[src/rtl/sdu_uart_rx.sv]
// UART 8N1 receiver: 2-flop synchronised, 16x oversampled, majority-voted bits, small byte FIFO.
// Latency: 2 clocks of synchronisation; dout_vld rises the cycle after the stop bit resolves.
// Backpressure: dout_vld/dout_rdy handshake; a byte arriving into a full FIFO is dropped with an overflow pulse.
module sdu_uart_rx #(
    parameter int CLK_FREQ   = 100_000_000,
    parameter int BAUD       = 9600,
    parameter int FIFO_DEPTH = 4
) (
    input  logic       clk,
    input  logic       rstn,
    input  logic       rxd,
    output logic [7:0] dout,
    output logic       dout_vld,
    input  logic       dout_rdy,
    output logic       frame_err,
    output logic       overflow
);

    localparam int DIV = CLK_FREQ / (BAUD * 16);
    localparam int DW  = (DIV > 1) ? $clog2(DIV) : 1;
    localparam int AW  = $clog2(FIFO_DEPTH);

    localparam logic [DW-1:0] DIV_LAST = DW'(DIV - 1);
    localparam logic [DW-1:0] DIV_ONE  = DW'(1);
    localparam logic [AW-1:0] PTR_ONE  = AW'(1);
    localparam logic [AW:0]   CNT_ONE  = (AW+1)'(1);
    localparam logic [AW:0]   CNT_FULL = (AW+1)'(FIFO_DEPTH);

    typedef enum logic [2:0] {
        ST_IDLE,
        ST_START,
        ST_DATA,
        ST_STOP,
        ST_BREAK
    } state_t;

    logic          sync1_q, sync2_q, hist_q;
    logic [DW-1:0] div_q;
    state_t        state_q;
    logic [3:0]    samp_q;
    logic          v7_q, v8_q;
    logic [2:0]    idx_q;
    logic [7:0]    shreg_q;
    logic          frame_err_q;

    logic [7:0]    mem_q [FIFO_DEPTH];
    logic [AW-1:0] wr_q, rd_q, rd_d;
    logic [AW:0]   cnt_q, cnt_d;
    logic [7:0]    dout_q;
    logic          ovf_q;

    logic tick, start_edge, resolve, bit_val;
    logic push, pop, push_acc, full;

    always_ff @(posedge clk or negedge rstn) begin
        if (!rstn) begin
            sync1_q <= 1'b1;
            sync2_q <= 1'b1;
            hist_q  <= 1'b1;
        end else begin
            sync1_q <= rxd;
            sync2_q <= sync1_q;
            hist_q  <= sync2_q;
        end
    end

    assign tick       = (div_q == DIV_LAST);
    assign start_edge = (state_q == ST_IDLE) && hist_q && !sync2_q;
    assign resolve    = tick && (samp_q == 4'd9);
    // Third vote is the live sample taken on tick 9 itself.
    assign bit_val    = (v7_q & v8_q) | (v7_q & sync2_q) | (v8_q & sync2_q);

    always_ff @(posedge clk or negedge rstn) begin
        if (!rstn) begin
            div_q <= '0;
        end else if (start_edge || tick) begin
            div_q <= '0;
        end else begin
            div_q <= div_q + DIV_ONE;
        end
    end

    always_ff @(posedge clk or negedge rstn) begin
        if (!rstn) begin
            state_q     <= ST_IDLE;
            samp_q      <= '0;
            v7_q        <= 1'b0;
            v8_q        <= 1'b0;
            idx_q       <= '0;
            shreg_q     <= '0;
            frame_err_q <= 1'b0;
        end else begin
            frame_err_q <= 1'b0;
            if (state_q != ST_IDLE && tick) begin
                samp_q <= samp_q + 4'd1;
                if (samp_q == 4'd7) v7_q <= sync2_q;
                if (samp_q == 4'd8) v8_q <= sync2_q;
            end
            case (state_q)
                ST_IDLE: begin
                    if (start_edge) begin
                        state_q <= ST_START;
                        samp_q  <= '0;
                    end
                end
                ST_START: begin
                    if (resolve) begin
                        if (!bit_val) begin
                            state_q <= ST_DATA;
                            idx_q   <= '0;
                        end else begin
                            state_q <= ST_IDLE;
                        end
                    end
                end
                ST_DATA: begin
                    if (resolve) begin
                        shreg_q[idx_q] <= bit_val;
                        if (idx_q == 3'd7) state_q <= ST_STOP;
                        else               idx_q   <= idx_q + 3'd1;
                    end
                end
                ST_STOP: begin
                    if (resolve) begin
                        if (bit_val) begin
                            state_q <= ST_IDLE;
                        end else begin
                            frame_err_q <= 1'b1;
                            state_q     <= ST_BREAK;
                        end
                    end
                end
                ST_BREAK: begin
                    if (sync2_q) state_q <= ST_IDLE;
                end
                default: state_q <= ST_IDLE;
            endcase
        end
    end

    assign push     = (state_q == ST_STOP) && resolve && bit_val;
    assign full     = (cnt_q == CNT_FULL);
    assign pop      = (cnt_q != '0) && dout_rdy;
    assign push_acc = push && (!full || pop);

    always_comb begin
        rd_d  = pop ? rd_q + PTR_ONE : rd_q;
        cnt_d = cnt_q;
        if (push_acc && !pop)      cnt_d = cnt_q + CNT_ONE;
        else if (!push_acc && pop) cnt_d = cnt_q - CNT_ONE;
    end

    always_ff @(posedge clk or negedge rstn) begin
        if (!rstn) begin
            for (int i = 0; i < FIFO_DEPTH; i++) mem_q[i] <= '0;
            wr_q   <= '0;
            rd_q   <= '0;
            cnt_q  <= '0;
            dout_q <= '0;
            ovf_q  <= 1'b0;
        end else begin
            if (push_acc) begin
                mem_q[wr_q] <= shreg_q;
                wr_q        <= wr_q + PTR_ONE;
            end
            rd_q  <= rd_d;
            cnt_q <= cnt_d;
            ovf_q <= push && full && !pop;
            // Head register follows the next head slot, bypassing a same-cycle write into it.
            if (cnt_d != '0) begin
                dout_q <= (push_acc && (wr_q == rd_d)) ? shreg_q : mem_q[rd_d];
            end
        end
    end

    assign dout      = dout_q;
    assign dout_vld  = (cnt_q != '0);
    assign frame_err = frame_err_q;
    assign overflow  = ovf_q;

endmodule
[config.mk]
export PLATFORM = sky130hd
export DESIGN_NAME = sdu_uart_rx
export DESIGN_NICKNAME = d
export VERILOG_FILES = /design/src/rtl/sdu_uart_rx.sv
export SDC_FILE = /design/constraint.sdc
export NUM_CORES = 1
export LEC_CHECK = 0
export CORE_MARGIN = 4
export CORE_UTILIZATION = 55
export CTS_CLUSTER_SIZE = 8
export DETAILED_ROUTE_END_ITERATION = 8
export GPL_ROUTABILITY_DRIVEN = 0
export HOLD_SLACK_MARGIN = 0.06
export PLACE_DENSITY = 0.76
export REMOVE_ABC_BUFFERS = 1
export SYNTH_ARGS = -nofsm -noshare
export SYNTH_HDL_FRONTEND = slang
export SYNTH_SLANG_ARGS = --single-unit
[constraint.sdc]
create_clock -name clk -period 2.5 [get_ports clk]
set_input_delay 0.5 -clock clk [delete_from_list [all_inputs] [get_ports clk]]
set_output_delay 0.5 -clock clk [all_outputs]
set_load 0.1 [all_outputs]
## Word-level counts from Yosys, hierarchy flattened

Index checks and enable logic that the tools add are counted.

- Register bits: 82
- Bits in latches: 0
- RAM bits: 0
- ROM bits: 0
- Output and inout bits: 11
- Word-level logic and storage cells: 123
- Memories: 0

- Add/subtract/negate cells: 7
- Multiply operators: 0
- Div/mod/pow operators: 0
- Magnitude comparators: 5
- Equality and inequality tests: 19
- Shift-type cells: 0
- Muxes and demuxes: 34
- Bitwise operators: 7
- Reductions and logical operators: 31

Operators by type and width:

| kind | number |
|---|---|
| $mux 3 | 13 |
| $bwmux 32 | 1 |
| $mux 8 | 4 |
| $bmux 8 s2 | 1 |
| $demux 8 s2 | 1 |
| $ne 2x2->1 const B | 8 |
| $logic_and 1x1->1 | 15 |
| $pmux 3 s5 | 1 |
| $mux 4 | 3 |
| $add 10x1->10 const B | 1 |
| $eq 10x10->1 const B | 1 |
| $mux 10 | 1 |
| $eq 3x3->1 const B | 3 |
| $reduce_bool 3->1 | 3 |
| $bwmux 8 | 1 |
| $eq 4x4->1 const B | 2 |
| $add 3x1->3 const B | 2 |
| $eq 3x2->1 const B | 2 |
| $ge 3x3->1 const B | 2 |
| $not 2->3 | 2 |
| $pmux 3 s2 | 1 |
| $reduce_and 2->1 | 3 |
| $reduce_and 6->1 | 1 |
| $reduce_and 5->1 | 1 |
| other kinds (18) | 30 |

## Longest topological paths before layout

Gate-level depths: netlist (run 1).

- Word-level depth: 10
- Gate-level depth with buffers: 10
- Depth with buffers taken out: 8

## Worst setup path before layout (run 1)

No wires, ideal clock.

- Path type: flip-flop to flip-flop
- Start: register cnt_q[0]
- End: register dout_q[5], in the netlist dout[5]
- Setup time: 126 ps
- Data arrival time: 2541 ps
- Slack: -167 ps
- Stages on the path, launching flop included: 10
- Path buffers: 1
- Clock period less this slack: 2667 ps
- Cell sequence: dfrtp_1 > inv_1 > ha_1 > nand2b_1 > buf_2 > nand3b_1 > o221ai_1 > a22oi_1 > mux2_2 > mux2_4

- Longest elaborated chain between the ends: 9

Ends and longest elaborated chain:

| item | RTL line | text |
|---|---|---|
| start: declaration | 48 | `logic [AW:0] cnt_q, cnt_d;` |
| start signal: assignment | 167 | `cnt_q <= cnt_d;` |
| $reduce_bool 3->1 (*) | -- |  |
| net dout_vld | 13 | `output logic dout_vld,` |
| $logic_and 1x1->1 (*) | 143 | `assign pop = (cnt_q != '0) && dout_rdy;` |
| parallel branches: the longest is 7 deep, another holds $bmux 8 s2 | -- |  |
| end signal: assignment | 171 | `dout_q <= (push_acc && (wr_q == rd_d)) ? shreg_q : mem_q[rd_d];` |
| end: declaration | 49 | `logic [7:0] dout_q;` |

Mark *: on every way through the listed nets, which the timed path passes. The select of a mux whose other input is x is not followed.
A chain may end at the register's enable or synchronous reset.

## Worst setup path after layout (run 1)

- Start: register div_q[2]
- End: register dout_q[7], in the netlist dout[7]

- Longest elaborated chain between the ends: 10

Ends and longest elaborated chain:

| item | RTL line | text |
|---|---|---|
| start: declaration | 38 | `logic [DW-1:0] div_q;` |
| start signal: assignment | 79 | `div_q <= div_q + DIV_ONE;` |
| $eq 10x10->1 (*) | 67 | `assign tick = (div_q == DIV_LAST);` |
| $logic_and 1x1->1 (*) | 69 | `assign resolve = tick && (samp_q == 4'd9);` |
| $logic_and 1x1->1 (*) (2 in series) | 141 | `assign push = (state_q == ST_STOP) && resolve && bit_val;` |
| $logic_and 1x1->1 (*) | 144 | `assign push_acc = push && (!full \|\| pop);` |
| $logic_not 1->1 | 150 | `else if (!push_acc && pop) cnt_d = cnt_q - CNT_ONE;` |
| $logic_and 1x1->1 | 150 |  |
| $mux 3 | 150 |  |
| $mux 3 | 149 | `if (push_acc && !pop) cnt_d = cnt_q + CNT_ONE;` |
| $reduce_bool 3->1 | 170 | `if (cnt_d != '0) begin` |

Mark *: on every way between the ends. The rest lies on a longest branch, timed or not.

==> out/qor.csv, run 1 <==
metric,value,unit
cp_max_fo,8,
reg2reg_to,dout[7],
peakVddDrop,411,uV
cts_buffers,9,
reg2reg_from,div_q[2],
dieArea,0.00957,sq mm
hold_path.class,in2async,
synth_common_cells,"79 x dfrtp_1, 63 x mux2_2, 22 x nor2_1",
grt-busiest-layer,met2,
r2r_slack,0.1,ns
antenna_cells,0,
maxCapViolCount,0,
root_buffer,clkbuf_8,
remaining_drc_errors,0,
synth_edf_count,0,
avgRoutedWirePerCell,17.0,um
switchingPower,1.98,mW
use_met2,0.303,
met3_usage,0.0379,
via_per_inst,5.96,
dp.cells,527,
worstSetupStartpoint,div_q[2],
powerDensity,942,mW/mm^2
start_util,0.569,
top_level_ports,15,
die_w,97.8,um
slowest_stage,dfrtp_1,
worst_slew_pin_slew,0.500,ns
grt_usage,0.201,
synth_ff_type,dfrtp_1,
hold_viol,0,
htreeDepth,3,
drv_slew,0,
num_vias,3255,
syn_area_per_cell,11.3,sq um
syn_to_final_growth,15.6,%
leakagePower,2.40,nW
place_area,0.00492,sq mm
grt_pass1_wl,15.7,mm
worst-r2r-cell-count,8,
yosysUniqueCellTypes,55,
synth_most_common_cell,dfrtp_1,
slew_headroom,0.664,
clock_latency,0.36,ns
synthCells,392,
status,"complete, no violations",
combPwrFrac,0.472,
worstSetupPathType,reg2reg,
synth-seq-cells,82,
startpoint_type,flip-flop,
yosys.area.top_type,dfrtp_1,
drive_above_1_share,0.333,
switching_share,0.411,
synth_top_area_share,0.445,
grt_pass1_vias,3187,
dp_hpwl,6.58,mm
grt_antenna_before_repair,0,
fin_crit,2.40,ns
post-route-util,0.657,
use_met1,0.296,
cts_tree,built,
post-route-period-util,0.961,
final_cells,546,
finClkSkew,0.00973,ns
nets,457,
cp-endpoint,dout[7],
p_clk_frac,0.183,
cp.required,2.75,ns
synthArstFlopShare,1.00,
yosysSeqAreaShare,0.463,
hold_buffers,0,
cts_sinks,82,
clock_path_buffers,2,
fmax,416,MHz
clkTransAtPathRegs,0.09,ns
slowest_delay,0.42,ns
ys_warn_count,0,
postLayoutCellArea,0.00513,sq mm
synthTopCellsByArea,"dfrtp_1 45%, mux2_2 16%, ha_1 3.9%, nand4_1 2.1%, nor2_1 1.9%",
drt_pass1_iterations,4,
critPathCaptureType,flip-flop,
setup_viol,0,
p_seq_frac,0.344,
wl,9.29,mm
ant_nets,0,
gr-total-overflow,0,
grt_max_degree,83,
placementRows,32,
p_int,2.85,mW
netlist_area,0.00444,sq mm
portBuffers,14,
coreArea,0.00781,sq mm
die_y,97.8,um
critical_path_arrival,2.65,ns
drtIter0Drc,201,
path_cells,"nor4b_4, buf_4, and4_2, a31oi_1, nor4_2, o211ai_4, buf_12, mux2_4",
[flip-flops by register name, indices dropped and copies added, names as in the netlist, 2 cells and up]
signal	flops
mem_q	32
wr_q	2
samp_q	4
rd_q	2
shreg_q	8
div_q	10
dout	8
idx_q	3
state_q	3
cnt_q	3
[metrics by stage]
step / TNS (ns) / power (mW) / worst slack [ns] / hold WS, ns
after global routing: -0.104 / 5.12 / -0.0154 / 0.161
after global placement: -0.224 / 3.84 / -0.0348 / 0.351
after floorplan: -10.44 / 3.25 / -1.11 / 0.204
after detailed placement: -1.25 / 3.90 / -0.0872 / 0.348
after CTS: 0 / 4.80 / 0.0114 / 0.166
final: 0 / 4.83 / 0.0979 / 0.136
[worst min-delay path by stage]
stage / startpoint / to / slack, ns / cells after the start
detailed placement: sync1_q / sync2_q / 0.35 / 0
global route: rstn / cnt_q[2] / 0.16 / 2
global placement: sync1_q / sync2_q / 0.35 / 0
finish: rstn / cnt_q[2] / 0.14 / 2
floorplan: rstn / cnt_q[0] / 0.20 / 0
CTS: rstn / cnt_q[2] / 0.17 / 2
[cells in the final DEF (no fill, tap or decap), drive strengths merged, types with 8 or more instances in the layout]
cell / count
o221ai: 8
nand2: 20
mux2: 66
nand4: 16
o31ai: 8
nor3: 14
a22oi: 8
xor2: 8
clkbuf: 9
nor3b: 9
inv: 23
xnor2: 8
buf: 51
dfrtp: 79
ha: 14
nand3: 13
nor2: 22
a211o: 8
[routing by layer]
metal	routed length [um]	vias up
li1	-	1536
met2	4330	99
met4	131	0
met5	0	-
met1	4290	1605
met3	537	15
[final cells by class]
cell class | count | area (sq um)
fillers | 612 | 2680
multi-input cells | 272 | 2240
flip-flops and latches | 82 | 2060
repair buffers | 53 | 453
well taps | 102 | 128
clock buffers | 9 | 124
inverters | 21 | 78.8
clock inverters | 7 | 52.6
[power by group through the flow]
stage                     registers (mW)  logic, mW  clock network (mW)
after global placement              1.68       2.16                   0
final                               1.66       2.28               0.885
after CTS                           1.67       2.22               0.907
after global routing                1.69       2.45               0.974
after detailed placement            1.69       2.21                   0
after floorplan                     2.12       1.12                   0
[kinds of logic (layout without fill, tap and decap cells)]
kind of cell / Yosys count / after routing / share of synthesized area
and+or+nand+nor: 117 / 117 / 0.156
buffers and inverters: 38 / 90 / 0.0330
muxes: 68 / 68 / 0.174
adders and majority gates: 15 / 15 / 0.0417
AOI/OAI and AO/OA: 56 / 56 / 0.100
xor gates and xnor gates: 16 / 16 / 0.0316
DFF: 82 / 82 / 0.463
[timing repair]
action	in CTS	in global routing
setup buffers	0	3
resized for setup	0	3
setup endpoints to repair	0	42
[worst max-delay path, delay by kind of cell (launching register included)]
family / cells / cell delay (ns)
compound gates: 2 / 0.26
simple gates: 3 / 0.98
buf+inv: 2 / 0.34
flops: 1 / 0.42
mux: 1 / 0.29
Power figures use the tool's default switching activity.
==> inputs of run 2 (changes only) <==
--- a/config.mk
+++ b/config.mk
@@ -11,6 +11,7 @@
 export DETAILED_ROUTE_END_ITERATION = 8
 export GPL_ROUTABILITY_DRIVEN = 0
 export HOLD_SLACK_MARGIN = 0.06
+export MAX_ROUTING_LAYER = met4
 export PLACE_DENSITY = 0.76
 export REMOVE_ABC_BUFFERS = 1
 export SYNTH_ARGS = -nofsm -noshare
==> out/qor.csv, run 2 (synthesis gave the netlist of run 1 again) <==
metric,value,unit
cp.required,2.75,ns
layout_common_cells,"79 x dfrtp_1, 63 x mux2_2, 47 x buf_4",
final_critical_path_setup_slack,0.0825,ns
powerDensity,941,mW/mm^2
start_util,0.569,
maxCapViolCount,0,
worstSetupPathType,reg2reg,
top_level_ports,15,
cp_max_fo,8,
avgRoutedWirePerCell,17.0,um
clock_latency,0.36,ns
hold_path.class,in2async,
die_w,97.8,um
postLayoutCellArea,0.00513,sq mm
drv_slew,0,
multi_input_area,0.00224,sq mm
drt_pass1_iterations,5,
fin_hold_ws,0.122,ns
peakVddDrop,411,uV
root_buffer,clkbuf_8,
critPathTopFamily,simple AND/OR/NAND/NOR gates,
final_cells,546,
slew_headroom,0.666,
top_register,mem_q,
crit_buf_inv,2,
nFillCells,612,
slowest_delay,0.42,ns
portBuffers,14,
hold_viol,0,
hold_buffers,0,
place_area,0.00492,sq mm
grt_antenna_before_repair,0,
dieArea,0.00957,sq mm
gr-total-overflow,0,
grt_pass1_wl,15.7,mm
clock_path_buffers,2,
wl,9.28,mm
post-route-period-util,0.967,
syn_to_final_growth,15.6,%
slowest_stage,dfrtp_1,
antenna_cells,0,
dp.cells,527,
critPathCaptureType,flip-flop,
grt_max_degree,83,
num_vias,3218,
placementRows,32,
fin_crit,2.42,ns
worst_slew_pin_slew,0.498,ns
cts_tree,built,
cts_sinks,82,
nets,457,
path_cells,"nor4b_4, buf_4, and4_2, a31oi_1, nor4_2, o211ai_4, buf_12, mux2_4",
finClkSkew,0.0101,ns
clkTransAtPathRegs,0.09,ns
die_y,97.8,um
grt_pass1_vias,3177,
htreeDepth,3,
dp_hpwl,6.58,mm
startpoint_type,flip-flop,
largest_register_ffs,32,
dp_slack,-0.0872,ns
cts_buffers,9,
drive_above_1_share,0.333,
final_common_cell,dfrtp_1,
leakagePower,2.40,nW
grt_usage,0.208,
critical_path_arrival,2.67,ns
drtIter0Drc,208,
remaining_drc_errors,0,
regArea,0.00206,sq mm
ant_nets,0,
top_regs,"mem_q: 32 flops, div_q: 10 flops",
setup_viol,0,
fmax,414,MHz
status,"complete, no violations",
coreArea,0.00781,sq mm
via_per_inst,5.89,
[run 2: cell counts in the layout (fill, tap and decap cells not counted)]
Identical to the previous run, type by type.
[run 2: routing by layer]
layer	wire (um)	track usage	vias to the layer above	share of wire
met2	4350	0.303	74	0.47
li1	-	-	1529	-
met1	4470	0.297	1605	0.48
met4	111	0.0564	0	0.012
met5	0	-	-	0
met3	354	0.0443	10	0.038
[run 2: path summary, 6_finish.rpt]
kind | end | depth (start not counted) | slack (ns) | startpoint
worst max register to register | dout[6] | 8 | 0.08 | div_q[2]
worst min-delay path | cnt_q[2] | 2 | 0.12 | rstn
worst max-delay path | dout[6] | 8 | 0.08 | div_q[2]
worst min register to register | sync2_q | 0 | 0.36 | sync1_q
min in group clk | sync2_q | 0 | 0.36 | sync1_q
max in group asynchronous | dout[3] | 2 | 1.98 | rstn
[run 2: area by class of cell]
class,instances,area share
multi-input combinational,272,0.436
sequential,82,0.401
timing repair buffer,53,0.0883
tap,102,0.0249
clock buffer,9,0.0241
inverter,21,0.0154
clock inverter,7,0.0102
[run 2: metrics by stage]
stage / util / power [mW] / TNS [ns]
2_1_floorplan: - / 3.25 / -10.44
5_1_grt: 0.657 / 5.12 / -0.105
4_1_cts: 0.652 / 4.80 / 0
6_report: 0.657 / 4.83 / 0
3_3_place_gp: 0.630 / 3.84 / -0.224
3_5_place_dp: 0.630 / 3.90 / -1.25
[run 2: power breakdown]
group	switching (mW)	internal (mW)
registers	0.164	1.50
clock network	0.513	0.365
logic	1.30	0.981
total	1.98	2.85
[run 2: timing repair]
item | in CTS | in global routing
resized for setup | 0 | 3
endpoints found under the setup margin | 0 | 42
buffers inserted | 0 | 3
[run 2: worst register-to-register path: cells and delay by family, from the launching register on]
| family | cells | cell delay, ns |
|---|---|---|
| flip-flops | 1 | 0.42 |
| buffers and inverters | 2 | 0.35 |
| AND/OR/NAND/NOR | 3 | 0.98 |
| multiplexers | 1 | 0.29 |
| AO/OA/AOI/OAI | 2 | 0.26 |
==> inputs of run 3 (changes only) <==
==> constraint.sdc (replaced) <==
create_clock -name clk -period 2.5 [get_ports clk]
set_input_delay 0.625 -clock clk [delete_from_list [all_inputs] [get_ports clk]]
set_output_delay 0.625 -clock clk [all_outputs]
set_load 0.1 [all_outputs]
==> out/qor.csv, run 3 (synthesis gave the netlist of run 1 again) <==
metric,value,unit
drtIter0Drc,213,
layout_common_cells,"79 x dfrtp_1, 63 x mux2_2, 54 x buf_4",
drv_slew,0,
slew_headroom,0.677,
clock_path_buffers,2,
cts_sinks,82,
worst-r2r-cell-count,9,
post-route-period-util,0.965,
remaining_drc_errors,0,
finClkSkew,0.00825,ns
ant_nets,0,
grt_antenna_before_repair,0,
leakagePower,2.46,nW
dieArea,0.00957,sq mm
hold_path.class,in2async,
syn_to_final_growth,18.0,%
top_register,mem_q,
post-route-util,0.671,
drive_above_1_share,0.348,
hold_buffers,0,
antenna_cells,0,
path_cells,"inv_1, ha_1, and3b_2, and4_2, a31oi_1, nor4_2, o211ai_4, buf_12, mux2_4",
maxCapViolCount,0,
startpoint_type,flip-flop,
powerDensity,973,mW/mm^2
cts_tree,built,
dp_hpwl,6.94,mm
fmax,414,MHz
htreeDepth,3,
gr-total-overflow,0,
num_vias,3289,
r2r_slack,0.09,ns
rsz0062_at_grt,false,
placementRows,32,
final_cells,553,
die_y,97.8,um
tns,0,ns
top_level_ports,15,
grt_usage,0.215,
dp.cells,535,
nets,464,
via_per_inst,5.95,
drt_pass1_iterations,5,
avgRoutedWirePerCell,17.5,um
cts_buffers,9,
wl,9.67,mm
slowest_stage,dfrtp_1,
reg2reg_from,samp_q[1],
hold_viol,0,
fin_hold_ws,0.180,ns
critPathCaptureType,flip-flop,
grt_pass1_vias,3253,
worst_slew_pin_slew,0.481,ns
root_buffer,clkbuf_8,
clock_latency,0.35,ns
largest_register_ffs,32,
status,"complete, no violations",
setup_viol,0,
peakVddDrop,446,uV
final_critical_path_setup_slack,0.0865,ns
grt_max_degree,36,
fin_crit,2.41,ns
coreArea,0.00781,sq mm
worstSetupPathType,reg2reg,
dp_slack,-0.216,ns
report.power.total,5.10,mW
cp_max_fo,8,
place_area,0.00498,sq mm
cp.required,2.74,ns
grt_pass1_wl,16.1,mm
reg2reg_to,dout[5],
top_regs,"mem_q: 32 flops, div_q: 10 flops",
critical_path_arrival,2.66,ns
final_common_cell,dfrtp_1,
portBuffers,14,
slowest_delay,0.41,ns
start_util,0.569,
die_w,97.8,um
clkTransAtPathRegs,0.08,ns
postLayoutCellArea,0.00524,sq mm
## run 3: cell types whose count changed in the layout (fill, tap and decap cells not counted), sizes merged
cell      delta
clkinvlp     -3
clkinv       +1
clkbuf       +1
inv          -1
buf          +7
bufinv       +2
## run 3: worst max path at each step
stage	startpoint	to	depth (start not counted)
after CTS	div_q[5]	dout[3]	6
after global placement	dout_rdy	dout[4]	6
final	samp_q[1]	dout[5]	9
after floorplan	cnt_q[0]	dout[5]	8
after detailed placement	dout_rdy	dout[4]	6
after global routing	samp_q[1]	dout[6]	9
## run 3: layer usage
layer	routed length (um)	global-route usage	vias to the layer above	share of wire
met4	145	0.0682	0	0.015
met2	4860	0.339	75	0.50
met3	397	0.0407	14	0.041
met1	4270	0.281	1642	0.44
li1	-	-	1558	-
met5	0	-	-	0
## run 3: final cells by class
cell class	count	area [sq um]
Sequential cell	82	2060
Clock buffer	10	128
Inverter	21	78.8
Tap cell	102	128
Multi-Input combinational cell	272	2250
Clock inverter	6	90.1
Timing Repair Buffer	60	505
Fill cell	594	2570
## run 3: where the power goes
part | internal, mW | total, mW | leakage (nW) | switching (mW)
combinational | 1.04 | 2.37 | 1.26 | 1.33
clock | 0.566 | 1.05 | 0.107 | 0.487
sequential | 1.50 | 1.68 | 1.10 | 0.178
total | 3.11 | 5.10 | 2.46 | 1.99
## run 3: worst max-delay path: cells and delay by family (launching register included)
kind            cells  cell delay (ns)
fa+ha+maj           1             0.13
mux                 1             0.29
buf+inv             2             0.27
compound gates      2             0.27
flops               1             0.41
simple gates        3             0.93
## run 3: timing repair
item / 4_1_cts / 5_1_grt
setup buffers: 0 / 2
resized for setup: 1 / 5
endpoints found under the hold margin: 0 / 0
pin swaps: 0 / 3
endpoints found under the setup margin: 3 / 8
